**config.mk**
```make
export PLATFORM = sky130hd
export DESIGN_NAME = gshare_banked_predictor_flat
export DESIGN_NICKNAME = d
export VERILOG_FILES = /design/src/rtl/gshare_banked_predictor_if.sv /design/src/rtl/gshare_banked_predictor.sv /design/src/flat_wrapper.sv
export SDC_FILE = /design/constraint.sdc
export NUM_CORES = 2
export LEC_CHECK = 0
export CAP_MARGIN = 20
export CORE_MARGIN = 1
export CORE_UTILIZATION = 40
export CTS_BUF_LIST = sky130_fd_sc_hd__clkbuf_16
export DETAILED_ROUTE_END_ITERATION = 8
export DONT_BUFFER_PORTS = 1
export PLACE_DENSITY_LB_ADDON = 0.2
export SETUP_SLACK_MARGIN = 0.15
export SLEW_MARGIN = 20
export SYNTH_ARGS = -nofsm -noshare
export SYNTH_HDL_FRONTEND = slang
export SYNTH_SLANG_ARGS = --single-unit
export TNS_END_PERCENT = 100
```
**constraint.sdc**
```tcl
create_clock -name clk -period 154.1 [get_ports clk]
set_clock_uncertainty 0.05 [all_clocks]
set_input_delay 38.525 -clock clk [delete_from_list [all_inputs] [get_ports clk]]
set_output_delay 38.525 -clock clk [all_outputs]
set_load 0.02 [all_outputs]
```
**src/rtl/gshare_banked_predictor_if.sv**
```systemverilog
// gshare_banked_predictor_if: fetch-lookup and branch-resolution bundle for the gshare predictor.
//   master (fetch/commit side) drives stall, lookup_pc, btb_hit, is_cond and the upd_* group,
//   and receives pred_taken, pred_ctr, pred_hist, ready and drop_cnt.
//   slave (predictor) uses the same signals with the opposite directions.
interface gshare_banked_predictor_if #(
    parameter int FETCH_WIDTH = 2,
    parameter int UPD_WIDTH   = 2,
    parameter int ADDR_BITS   = 32,
    parameter int HIST_BITS   = 12,
    parameter int CTR_BITS    = 2
);
    logic                            stall;
    logic [ADDR_BITS-1:0]            lookup_pc;
    logic [FETCH_WIDTH-1:0]          btb_hit;
    logic [FETCH_WIDTH-1:0]          is_cond;
    logic [FETCH_WIDTH-1:0]          pred_taken;
    logic [FETCH_WIDTH*CTR_BITS-1:0] pred_ctr;
    logic [HIST_BITS-1:0]            pred_hist;
    logic [UPD_WIDTH-1:0]            upd_valid;
    logic [UPD_WIDTH*ADDR_BITS-1:0]  upd_pc;
    logic [UPD_WIDTH*HIST_BITS-1:0]  upd_hist;
    logic [UPD_WIDTH*CTR_BITS-1:0]   upd_ctr;
    logic [UPD_WIDTH-1:0]            upd_taken;
    logic [UPD_WIDTH-1:0]            upd_mispred;
    logic [UPD_WIDTH-1:0]            upd_is_cond;
    logic                            ready;
    logic [15:0]                     drop_cnt;

    modport master (
        output stall, lookup_pc, btb_hit, is_cond,
        output upd_valid, upd_pc, upd_hist, upd_ctr, upd_taken, upd_mispred, upd_is_cond,
        input  pred_taken, pred_ctr, pred_hist, ready, drop_cnt
    );

    modport slave (
        input  stall, lookup_pc, btb_hit, is_cond,
        input  upd_valid, upd_pc, upd_hist, upd_ctr, upd_taken, upd_mispred, upd_is_cond,
        output pred_taken, pred_ctr, pred_hist, ready, drop_cnt
    );
endinterface

```
**src/rtl/gshare_banked_predictor.sv**
```systemverilog
// gshare_banked_predictor: gshare direction predictor with folded history, multi-port
// updates funnelled through one PHT write port via an ordered overflow queue, and an
// init FSM that fills the PHT with weakly-taken counters before predictions are enabled.
//   clk, rst : clock and synchronous active-high reset
//   bus      : slave side of gshare_banked_predictor_if (lookup, prediction, update, status)
module gshare_banked_predictor #(
    parameter int FETCH_WIDTH = 2,
    parameter int UPD_WIDTH   = 2,
    parameter int ADDR_BITS   = 32,
    parameter int INSN_SHIFT  = 2,
    parameter int INDEX_BITS  = 10,
    parameter int HIST_BITS   = 12,
    parameter int CTR_BITS    = 2,
    parameter int QUEUE_DEPTH = 4
) (
    input  logic                    clk,
    input  logic                    rst,
    gshare_banked_predictor_if.slave bus
);
    localparam int ENTRIES = 1 << INDEX_BITS;
    localparam int QW      = $clog2(QUEUE_DEPTH);
    localparam int FSH     = HIST_BITS <= INDEX_BITS ? INDEX_BITS - HIST_BITS : 0;
    localparam logic [CTR_BITS-1:0] CTR_MAX  = '1;
    localparam logic [CTR_BITS-1:0] CTR_WEAK = CTR_BITS'(1) << (CTR_BITS - 1);

    typedef enum logic {S_INIT, S_READY} state_e;
    typedef struct packed {
        logic [INDEX_BITS-1:0] idx;
        logic [CTR_BITS-1:0]   ctr;
    } wr_t;

    // Short histories sit in the top index bits; long ones are XOR-folded in LSB-aligned chunks.
    function automatic logic [INDEX_BITS-1:0] fold(input logic [HIST_BITS-1:0] h);
        logic [INDEX_BITS-1:0] f;
        f = '0;
        if (HIST_BITS <= INDEX_BITS) f = INDEX_BITS'(h) << FSH;
        else for (int c = 0; c < HIST_BITS; c += INDEX_BITS) f ^= INDEX_BITS'(h >> c);
        return f;
    endfunction

    function automatic logic [INDEX_BITS-1:0] pht_idx(input logic [ADDR_BITS-1:0] pc,
                                                      input logic [HIST_BITS-1:0] h);
        return pc[INSN_SHIFT +: INDEX_BITS] ^ fold(h);
    endfunction

    function automatic logic [CTR_BITS-1:0] bump(input logic [CTR_BITS-1:0] c, input logic t);
        return t ? (c == CTR_MAX ? c : c + 1'b1) : (c == '0 ? c : c - 1'b1);
    endfunction

    state_e                          state_q, state_d;
    logic [INDEX_BITS-1:0]           init_q;
    logic [HIST_BITS-1:0]            hist_q, hist_d;
    logic [ADDR_BITS-1:0]            pc_q, look_pc;
    logic [CTR_BITS-1:0]             pht_q [ENTRIES];
    logic [FETCH_WIDTH*CTR_BITS-1:0] rd_q;
    logic [INDEX_BITS-1:0]           ridx [FETCH_WIDTH];
    wr_t                             q_q [QUEUE_DEPTH];
    wr_t                             q_d [QUEUE_DEPTH];
    logic [QW-1:0]                   head_q, head_d, tail;
    logic [QW:0]                     cnt_q, cnt_d;
    logic [15:0]                     drop_q, drop_d, ndrop;
    logic [16:0]                     dsum;
    logic                            ready, we, busy, stop, rec;
    wr_t                             wr;
    wr_t                             upd_w [UPD_WIDTH];
    logic [UPD_WIDTH-1:0]            uv;
    logic [FETCH_WIDTH-1:0]          taken;

    assign ready   = state_q == S_READY;
    // Updates are ignored entirely (no write, no queueing, no recovery) until init finishes.
    assign uv      = ready ? bus.upd_valid : '0;
    assign look_pc = bus.stall ? pc_q : bus.lookup_pc;

    for (genvar u = 0; u < UPD_WIDTH; u++) begin : g_upd
        assign upd_w[u] = '{idx: pht_idx(bus.upd_pc[u*ADDR_BITS +: ADDR_BITS],
                                         bus.upd_hist[u*HIST_BITS +: HIST_BITS]),
                            ctr: bump(bus.upd_ctr[u*CTR_BITS +: CTR_BITS], bus.upd_taken[u])};
    end

    for (genvar f = 0; f < FETCH_WIDTH; f++) begin : g_look
        assign ridx[f]  = pht_idx(look_pc + ADDR_BITS'(f << INSN_SHIFT), hist_d);
        assign taken[f] = rd_q[f*CTR_BITS + CTR_BITS - 1] & bus.btb_hit[f] & ready;
    end

    // Speculative shift up to the first predicted-taken slot; oldest mispredict overrides.
    always_comb begin
        hist_d = hist_q;
        stop   = 1'b0;
        rec    = 1'b0;
        for (int i = 0; i < FETCH_WIDTH; i++)
            if (!bus.stall && !stop && bus.btb_hit[i] && bus.is_cond[i]) begin
                hist_d = HIST_BITS'({hist_d, taken[i]});
                stop   = taken[i];
            end
        for (int i = 0; i < UPD_WIDTH; i++)
            if (!rec && uv[i] && bus.upd_mispred[i]) begin
                hist_d = bus.upd_is_cond[i]
                       ? HIST_BITS'({bus.upd_hist[i*HIST_BITS +: HIST_BITS], bus.upd_taken[i]})
                       : bus.upd_hist[i*HIST_BITS +: HIST_BITS];
                rec    = 1'b1;
            end
    end

    // Single PHT write port: init fill, else queue head, else oldest valid update.
    // Capacity for pushes is counted after this cycle's pop.
    always_comb begin
        state_d = state_q;
        q_d     = q_q;
        head_d  = head_q;
        cnt_d   = cnt_q;
        tail    = '0;
        we      = 1'b0;
        wr      = '0;
        busy    = 1'b0;
        ndrop   = '0;
        if (!ready) begin
            we = 1'b1;
            wr = '{idx: init_q, ctr: CTR_WEAK};
            if (init_q == INDEX_BITS'(ENTRIES - 1)) state_d = S_READY;
        end else if (cnt_q != '0) begin
            we     = 1'b1;
            wr     = q_q[head_q];
            head_d = head_q + 1'b1;
            cnt_d  = cnt_q - 1'b1;
            busy   = 1'b1;
        end
        for (int i = 0; i < UPD_WIDTH; i++)
            if (uv[i]) begin
                if (!busy) begin
                    we   = 1'b1;
                    wr   = upd_w[i];
                    busy = 1'b1;
                end else if (cnt_d < (QW + 1)'(QUEUE_DEPTH)) begin
                    tail      = head_d + QW'(cnt_d);
                    q_d[tail] = upd_w[i];
                    cnt_d     = cnt_d + 1'b1;
                end else ndrop = ndrop + 1'b1;
            end
        dsum   = {1'b0, drop_q} + {1'b0, ndrop};
        drop_d = dsum[16] ? 16'hFFFF : dsum[15:0];
    end

    always_ff @(posedge clk) begin
        if (rst) begin
            state_q <= S_INIT;
            init_q  <= '0;
            hist_q  <= '0;
            pc_q    <= '0;
            head_q  <= '0;
            cnt_q   <= '0;
            drop_q  <= '0;
        end else begin
            state_q <= state_d;
            init_q  <= ready ? init_q : init_q + 1'b1;
            hist_q  <= hist_d;
            pc_q    <= look_pc;
            head_q  <= head_d;
            cnt_q   <= cnt_d;
            drop_q  <= drop_d;
        end
    end

    // Storage without reset; a same-index read in the write cycle returns the old value.
    always_ff @(posedge clk) begin
        if (we && !rst) pht_q[wr.idx] <= wr.ctr;
        q_q <= q_d;
        for (int i = 0; i < FETCH_WIDTH; i++) rd_q[i*CTR_BITS +: CTR_BITS] <= pht_q[ridx[i]];
    end

    assign bus.pred_taken = taken;
    assign bus.pred_ctr   = rd_q;
    assign bus.pred_hist  = hist_q;
    assign bus.ready      = ready;
    assign bus.drop_cnt   = drop_q;
endmodule

```
**src/flat_wrapper.sv**
```systemverilog
// flat-port wrapper written by rule: the top's interface ports become plain ports
module gshare_banked_predictor_flat 
#(
    parameter int FETCH_WIDTH = 2,
    parameter int UPD_WIDTH   = 2,
    parameter int ADDR_BITS   = 32,
    parameter int INSN_SHIFT  = 2,
    parameter int INDEX_BITS  = 10,
    parameter int HIST_BITS   = 12,
    parameter int CTR_BITS    = 2,
    parameter int QUEUE_DEPTH = 4
)
  (clk, rst, bus_stall, bus_lookup_pc, bus_btb_hit, bus_is_cond, bus_upd_valid, bus_upd_pc, bus_upd_hist, bus_upd_ctr, bus_upd_taken, bus_upd_mispred, bus_upd_is_cond, bus_pred_taken, bus_pred_ctr, bus_pred_hist, bus_ready, bus_drop_cnt);
  gshare_banked_predictor_if #(.FETCH_WIDTH(FETCH_WIDTH), .UPD_WIDTH(UPD_WIDTH), .ADDR_BITS(ADDR_BITS), .HIST_BITS(HIST_BITS), .CTR_BITS(CTR_BITS)) bus_i ();
  input  logic clk;
  input  logic rst;
  input wire logic [$bits(bus_i.stall)-1:0] bus_stall;
  input wire logic [$bits(bus_i.lookup_pc)-1:0] bus_lookup_pc;
  input wire logic [$bits(bus_i.btb_hit)-1:0] bus_btb_hit;
  input wire logic [$bits(bus_i.is_cond)-1:0] bus_is_cond;
  input wire logic [$bits(bus_i.upd_valid)-1:0] bus_upd_valid;
  input wire logic [$bits(bus_i.upd_pc)-1:0] bus_upd_pc;
  input wire logic [$bits(bus_i.upd_hist)-1:0] bus_upd_hist;
  input wire logic [$bits(bus_i.upd_ctr)-1:0] bus_upd_ctr;
  input wire logic [$bits(bus_i.upd_taken)-1:0] bus_upd_taken;
  input wire logic [$bits(bus_i.upd_mispred)-1:0] bus_upd_mispred;
  input wire logic [$bits(bus_i.upd_is_cond)-1:0] bus_upd_is_cond;
  output wire logic [$bits(bus_i.pred_taken)-1:0] bus_pred_taken;
  output wire logic [$bits(bus_i.pred_ctr)-1:0] bus_pred_ctr;
  output wire logic [$bits(bus_i.pred_hist)-1:0] bus_pred_hist;
  output wire logic [$bits(bus_i.ready)-1:0] bus_ready;
  output wire logic [$bits(bus_i.drop_cnt)-1:0] bus_drop_cnt;
  assign bus_i.stall = bus_stall;
  assign bus_i.lookup_pc = bus_lookup_pc;
  assign bus_i.btb_hit = bus_btb_hit;
  assign bus_i.is_cond = bus_is_cond;
  assign bus_i.upd_valid = bus_upd_valid;
  assign bus_i.upd_pc = bus_upd_pc;
  assign bus_i.upd_hist = bus_upd_hist;
  assign bus_i.upd_ctr = bus_upd_ctr;
  assign bus_i.upd_taken = bus_upd_taken;
  assign bus_i.upd_mispred = bus_upd_mispred;
  assign bus_i.upd_is_cond = bus_upd_is_cond;
  assign bus_pred_taken = bus_i.pred_taken;
  assign bus_pred_ctr = bus_i.pred_ctr;
  assign bus_pred_hist = bus_i.pred_hist;
  assign bus_ready = bus_i.ready;
  assign bus_drop_cnt = bus_i.drop_cnt;
  gshare_banked_predictor #(.FETCH_WIDTH(FETCH_WIDTH), .UPD_WIDTH(UPD_WIDTH), .ADDR_BITS(ADDR_BITS), .INSN_SHIFT(INSN_SHIFT), .INDEX_BITS(INDEX_BITS), .HIST_BITS(HIST_BITS), .CTR_BITS(CTR_BITS), .QUEUE_DEPTH(QUEUE_DEPTH)) u_core (.clk(clk), .rst(rst), .bus(bus_i));
endmodule
```
Word-level counts from Yosys, hierarchy flattened
Memory sizes are Yosys's and may differ from the RTL's. A register that Yosys moved wholly into a read port is not among the register bits.
Index checks and enable logic that the tools add are counted.
- memories: 1
- input bits: 139
- bits in registers: 124
- RAM bits: 2048
- logic and storage cells: 138
- memory list (name ; depth ; width ; rd ports ; clocked after memory_dff ; wr ports ; RTL line ; text):
    u_core.pht_q ; 1024 ; 2 ; 2 ; 2 ; 1 ; gshare_banked_predictor.sv:54 ; logic [CTR_BITS-1:0] pht_q [ENTRIES];
- magnitude comparators: 7
- equal/unequal tests: 3
- add/sub/neg operators: 14
- muxes and demuxes: 66
- bitwise gates (word level): 14
- reductions and logical operators: 18
- operators with widths (operator ; count):
    2-to-1 mux 48 bit ; 6
    2-to-1 mux 12 bit ; 16
    bitwise mux 48 bit ; 2
    2-to-1 mux 16 bit ; 6
    demux 12 bit (select 2 bit) ; 2
    XOR 10 bit ; 4
    2-to-1 mux 32 bit ; 1
    XOR 10 x 2 -> 10 bit ; 3
    binary-select mux 12 bit (select 2 bit) ; 1
    2-to-1 mux 3 bit ; 8
    2-to-1 mux 2 bit ; 9
    adder 16 x 16 -> 17 bit ; 1
    adder 16 x 1 -> 16 bit (second input constant) ; 1
    2-to-1 mux 1 bit ; 15
    adder 12 x 3 -> 12 bit (second input constant) ; 1
    logical AND 1 bit ; 11
    adder 10 x 1 -> 10 bit (second input constant) ; 1
    equality test 10 bit (second input constant) ; 1
    greater-or-equal comparator 3 bit (second input constant) ; 3
    inverter 2 -> 3 bit ; 3
    adder 2 x 1 -> 2 bit (second input constant) ; 3
    adder 3 x 1 -> 3 bit (second input constant) ; 2
    < comparator 3 x 1 -> 1 bit (second input constant) ; 2
    < comparator 3 bit (second input constant) ; 2
    8 further kinds ; 18

Depth between registers and ports, before layout
- depth after elaboration: 17
- mapped depth: 22

Worst setup path after synthesis
OpenSTA, ideal clock, no wires.
- path kind: in2reg
- start: in bus_upd_valid[0]
- end: mem u_core.pht_q[0][0], data pin
- path buffers: 2
- data arrival time: 78.886 ns
- stages: 5
- setup slack: 67.024 ns
- cells stage by stage: buf_2 > nor2_1 > nand3_1 > buf_1 > o21ai_0
- RTL lines (item ; RTL line ; text):
    from (decl) ; flat_wrapper.sv:21 ; input wire logic [$bits(bus_i.upd_valid)-1:0] bus_upd_valid;
    to (decl) ; gshare_banked_predictor.sv:54 ;

Worst setup path after layout
- start: in bus_btb_hit[1]
- end: out bus_pred_taken[1]
- cells in the longest elaborated chain, start to end: 2
- RTL lines (item ; RTL line ; text):
    from (decl) ; flat_wrapper.sv:19 ; input wire logic [$bits(bus_i.btb_hit)-1:0] bus_btb_hit;
    AND 1 bit (2 in a row) ; gshare_banked_predictor.sv:82 ; assign taken[f] = rd_q[f*CTR_BITS + CTR_BITS - 1] & bus.btb_hit[f] & ready;
    to (decl) ; flat_wrapper.sv:28 ; output wire logic [$bits(bus_i.pred_taken)-1:0] bus_pred_taken;
No other way between the ends.

==> results by group <==
STA
  • Max Transition Viols Final: 0
  • Final hold vios: 0
  • Worst slew pin tran: 1.32 ns
  • Final TNS setup: 0 ns
  • RSZ-0062 raised after global routing: no
  • Final worst path period share: 50.2%
  • Post-route setup slack: 76.75 ns
  • Setup violators final: 0
  • Relative slew margins: 10.9%
  • Highest Clock Rate: 12.9 MHz
  • Fin Hold WS: 0.460 ns
  • Period minus WS final: 77.35 ns

Power
  • Worst vdd ir: 0.0000100 V
  • Leakage power: 39.9 nW
  • Final Power: 1.55 mW
  • Power per Cell Area: 12.9 nW/um^2

Synthesis
  • Synth Register Bits: 2154
  • Dominant synthesized flop cell: edfxtp_1
  • Syn_area_per_cell: 12.7 sq um
  • Async SR Flop Fraction: 0%
  • Synth Warn #: 0
  • Most frequent cell after synthesis: edfxtp_1
  • Synth top cells by count: edfxtp_1, nand2_1, nor2_1
  • Synthesized Nets: 8738
  • Largest cells by area after synthesis: edfxtp_1, mux4_2, nand2_1
  • Synth Instances: 8587
  • Number of distinct library cells after synthesis: 103
  • Yosys top cell area share: 56.6%
  • Post-Syn Area: 109000 sq um
  • Post-synth EDFFs: 2048
  • Yosys top cell by area: edfxtp_1
  • Sequential share of the synthesized area: 58.5%

CTS
  • Post-CTS Repair Setup Buffers: 0
  • Clock Latency Late Sink: 0.92 ns
  • CTS root buffer: clkbuf_16
  • Reg clk slew, reported paths: 0.05 ns
  • Clock tree buffer depth: 3
  • CTS resizes: 0
  • # clock sinks: 2154
  • Number of hold buffers added after CTS: 0
  • CTS tree: yes
  • CTS Buf Count: 236
  • # H-tree levels: 4

Place
  • Total placed cells including tap cells: 11686
  • Placed inst area: 112000 sq um
  • Worst slack at placement: 76.75 ns
  • Port-buffer cells: 0
  • HPWL Detailed: 256 mm
  • RD Place Congestion: 0.946

Global route
  • First-pass GRT wire length: 581 mm
  • Largest net degree at the start of global routing: 219
  • GR Overflow Total: 0
  • Tot GR Track Use: 30.0%
  • Vias in the first global route: 76601
  • Initial antenna violation count: 32

Drt
  • Vias after detailed routing: 78759
  • Routed len/inst: 34.4 microns
  • Post-DRT Antenna Nets: 0
  • Via/cell ratio: 6.49
  • DRT Pass-1 Iters: 6
  • Routed WL: 417 mm
  • Starting DRT DRC Count: 11915
  • Remaining DRCs: 0

Finish
  • Storage cell area: 63600 sq um
  • Nets: 8523
  • Ratio of cells with drive above 1 in the final layout: 15.8%
  • Layout fillers: 24360
  • Final Cell Area: 120000 sq um
  • Finished Layout Cells: 12138
  • Area of the multi-input gates: 41800 sq um
  • Area grow syn2layout: 10.1%
  • Post-layout util: 44.5%

Critical path
  • CP max FO: 4
  • Crit path required time: 115.53 ns
  • CP cell instances: and3_1
  • CP startpoint kind: input port
  • Crit-path max cell delay: 0.25 ns
  • Buf/Inv on CP: 0
  • Delay-heaviest family, CP: simple AND/OR/NAND/NOR gates
  • WP data arrival: 38.78 ns
  • Setup CP Type: in2out
  • CP endpoint kind: output pin
  • Crit-path slowest cell: and3_1

Die
  • Core footprint: 269000 sq um
  • Starting density of the core: 40.4%
  • DIE HEIGHT: 523 microns
  • Die Wd: 523 microns
  • Die area: 274000 sq um
  • Row Count: 190
  • I/O pin cnt: 174

Hold path
  • HP Class: reg2reg

Outcome
  • Status: finished, final reports clean

Job
  • Max Cap Viol: 0
==> layout by cell type (no fill, tap or decap), types with 58 or more instances in the layout <==
cell type and instances:
buf_4 257, a31oi_1 63, clkinv_1 69, mux2i_1 469, clkbuf_16 237, dfxtp_1 106
inv_1 72, nand3_1 495, mux4_2 615, edfxtp_1 2048, and3_1 79, a311oi_1 58
a22oi_1 76, nand4_1 58, o21ai_0 88, nand2_1 1512, a21oi_1 284, nor2_1 1148
==> metal layers <==
layer / global-route usage [%] / wire (microns) / up-vias / part of all wire, %
met5: 0 / 171 / - / 0.041
met4: 16.9 / 26500 / 26 / 6.4
met3: 7.50 / 49700 / 1050 / 12
met2: 45.6 / 185000 / 5355 / 44
met1: 39.2 / 155000 / 40120 / 37
li1: - / - / 32208 / -
==> cell type report <==
class,instances,area share [%]
Antenna cell,13,0.0272
Clock buffer,237,4.95
Clock inverter,202,1.30
Inverter,25,0.0784
Multi-Input combinational cell,5683,34.9
Sequential cell,2154,53.2
Tap cell,3552,3.71
Timing Repair Buffer,272,1.86
==> report_power, final <==
group	switching, mW	total [mW]	internal, mW
Clock	0.245	0.555	0.310
Sequential	0.00264	0.635	0.633
Combinational	0.245	0.358	0.113
==> flip-flops by register name, summed over array words and instances (netlist names) <==
signal and cells:
u_core.bus.pred_hist 12, u_core.head_q 2, u_core.init_q 10, u_core.bus.pred_ctr 4, u_core.pc_q 10, u_core.q_q 48
u_core.bus.drop_cnt 16, u_core.pht_q 2048, u_core.cnt_q 3, u_core.bus.ready 1
==> kinds of logic (layout without fill, tap and decap cells) <==
family / Yosys count / after routing / synth area share, %
simple gates: 3533 / 3533 / 13.6
flops: 2154 / 2154 / 58.5
mux: 1118 / 1118 / 17.6
compound gates: 937 / 937 / 5.94
buf+inv: 750 / 736 / 3.46
xor+xnor: 80 / 80 / 0.765
fa+ha+maj: 15 / 15 / 0.173
other cells: 0 / 13 / 0
==> path summary, 6_finish.rpt <==
| check | to | cells after the start | slack, ns | startpoint |
|---|---|---|---|---|
| setup / recovery | bus_pred_taken[1] | 1 | 76.75 | bus_btb_hit[1] |
| hold / removal | u_core.q_q[19] | 2 | 0.46 | u_core.q_q[19] |
| setup reg to reg | u_core.bus.pred_ctr[3] | 18 | 144.94 | u_core.bus.ready |
| hold reg to reg | u_core.q_q[19] | 2 | 0.46 | u_core.q_q[19] |
(Power assumes the default switching activity.)
==> patch: new RTL, same flow settings <==
Make the reset (`rst`) asynchronous in one clocked block. Comments in the files are not updated.
--- a/src/rtl/gshare_banked_predictor.sv
+++ b/src/rtl/gshare_banked_predictor.sv
@@ -141,5 +141,5 @@
     end
 
-    always_ff @(posedge clk) begin
+    always_ff @(posedge clk or posedge rst) begin
         if (rst) begin
             state_q <= S_INIT;
Check against the original RTL: not settled (the Yosys comparison gave no result); the edit may change what the design does.
==> patch against the original RTL <==
Combinational power grew 75%; via count grew 13%; setup slack gained 0.70 ps; sequential share of layout area shrank 0.29 points; design area grew 0.98%; sequential cell count is the same; power grew 19%; wire length grew 17%; area after synthesis grew 0.18%; register-to-register slack lost 120 ps; first-iteration DRC count grew 45%; maximum frequency is essentially flat; global-route usage grew 4.7 points; critical endpoint is now bus_pred_taken[0]; largest cell class unchanged; highest routed layer unchanged.
==> patch: results (changes against the original RTL) <==
Outcome:
- The flow ran to the end, and the final reports show no timing, DRC or antenna violations.

Clock tree:
- The largest buffer count on any clock path is 4 (+1).
- The number of CTS-inserted buffers is 235 (-0.42%).
- The source-to-sink clock delay at the later pin of the worst-skew pair is 970 ps (+50 ps).

Place:
- The estimated wirelength of the detail-placed design came to 295,000 um (+15%).
- The placed cell area was 113,000 um2 (+0.80%).
- The global placement routability congestion is 0.977 (+3.3%).

Power and ir drop:
- The maximum VDD drop is 0.0187 mV (+87%).
- The total leakage power came to 0.0417 uW (+4.6%).

Detailed routing:
- The via count of the routed design is 88.9k (+13%).
- The routed length per placed instance came to 37.2 um (+8.2%).
- The count of routing violations after the opening detailed-route iteration is 17.2k (+45%).
- The length of the first detailed-routing pass in iterations is 8 (+2).

Yosys:
- The distinct cell type count after synthesis is 108 (+4.9%).
- By count the netlist is led by 2,048 x edfxtp_1, 2,007 x nand2_1, 1,145 x nor2_1.
- Yosys attributes the largest share of cell area to edfxtp_1 56%, nand2_1 6.9%, mux4_2 6.7%, mux2i_1 6.2%, nor2_1 3.9%.
- The total of warnings raised by yosys is 0 (unchanged).
- The number of nets in the synthesized netlist came to 9,667 (+11%).
- The sequential fraction of the synthesis area is 58.7% (+0.14 points).
- The share of synthesized flip-flops with an asynchronous set or reset is 2.51% (+2.5 points).

GRT:
- The largest net degree at the start of global routing is 216 (-1.4%).
- The number of global-route vias before repair came to 81.7k (+6.6%).
- The global-route wire length before repair is 662,000 um (+14%).
- The number of antenna violations at the first check in global routing is 56 (+75%).

Worst hold path:
- The cell depth of the worst min-delay path is 1 (-1).
- The hold path startpoint is u_core.init_q[0].
- The worst hold endpoint is u_core.init_q[0].
- The path class of the tightest hold or removal check is register to register.

Cells and area:
- The post-layout net count is 9,463 (+11%).
- The number of fillers in the final layout is 24.9k (+2.0%).
- The share of final-layout standard cells stronger than drive strength 1 is 12.1% (-3.7 points).

Critical path:
- Among all stages on the critical path, the largest delay is contributed by and3_1.
- The start of the worst register-to-register path is u_core.bus.ready.
- The flop-to-flop setup slack is 144,820 ps (-120 ps).
- The worst-path maximum fanout is 7 (+3).
- The number of cells on the worst reg-to-reg path is 17 (-1).

STA:
- The transition time at the pin with the least slew margin is 1270 ps (-54.8 ps).
==> patch: cell types whose count changed in the layout (fill, tap and decap cells not counted), sizes merged, moves of 54 or more <==
cell,change
dfxtp,-54
nor4,+66
nand3,+240
a32oi,+56
nand4,+67
nand2,+461
mux2i,+203
mux4,-297
dfrtp,+54
o22ai,+202
==> patch: worst max path at each step <==
stage                    from           endpoint  slack, ps
3_3_place_gp   bus_btb_hit[0]  bus_pred_taken[0]      76740
6_report       bus_btb_hit[0]  bus_pred_taken[0]      76750
3_5_place_dp   bus_btb_hit[0]  bus_pred_taken[0]      76750
4_1_cts        bus_btb_hit[0]  bus_pred_taken[0]      76750
5_1_grt        bus_btb_hit[0]  bus_pred_taken[0]      76730
2_1_floorplan  bus_btb_hit[0]  bus_pred_taken[0]      76750
==> patch: final cells by class <==
| type | instances | share of cell area, % |
|---|---|---|
| sequential | 2154 | 52.9 |
| timing repair buffer | 319 | 2.17 |
| clock inverter | 189 | 1.42 |
| antenna | 44 | 0.0911 |
| inverter | 32 | 0.0994 |
| multi-input combinational | 6570 | 34.8 |
| clock buffer | 237 | 4.91 |
| tap | 3570 | 3.70 |
==> patch: cells by family after synthesis <==
logic type               synth area share, %
buffers and inverters                   3.35
AO/OA/AOI/OAI                           6.72
XOR/XNOR                               0.747
flip-flops                              58.7
multiplexers                            13.2
AND/OR/NAND/NOR                         17.1
adder cells (fa/ha/maj)                0.172
==> patch: routing by layer <==
layer	routed length, um	track usage (%)	part of all wire (%)	up-vias
met5	600	0.347	0.12	-
met4	36400	22.8	7.5	36
met3	74500	11.7	15	1573
met2	205000	49.7	42	7803
met1	171000	44.6	35	44409
li1	-	-	-	35092
==> patch: report_power, final <==
group	internal [uW]	leakage, uW	total [uW]	switching [uW]
clock network	328	0.00387	577	249
logic	162	0.0177	627	465
registers	632	0.0201	636	3.36
total	1120	0.0417	1840	717
==> patch: stage by stage <==
stage	utilization (%)	setup slack (ps)	hold WS, ps	power (uW)	instances
finish	44.6	76750	460	1840	13115
floorplan	-	76750	408	995	9516
global placement	41.7	76740	423	1240	12640
CTS	44.6	76750	453	1810	13068
global route	44.6	76730	491	1860	13080
detailed placement	41.8	76750	441	1240	12642
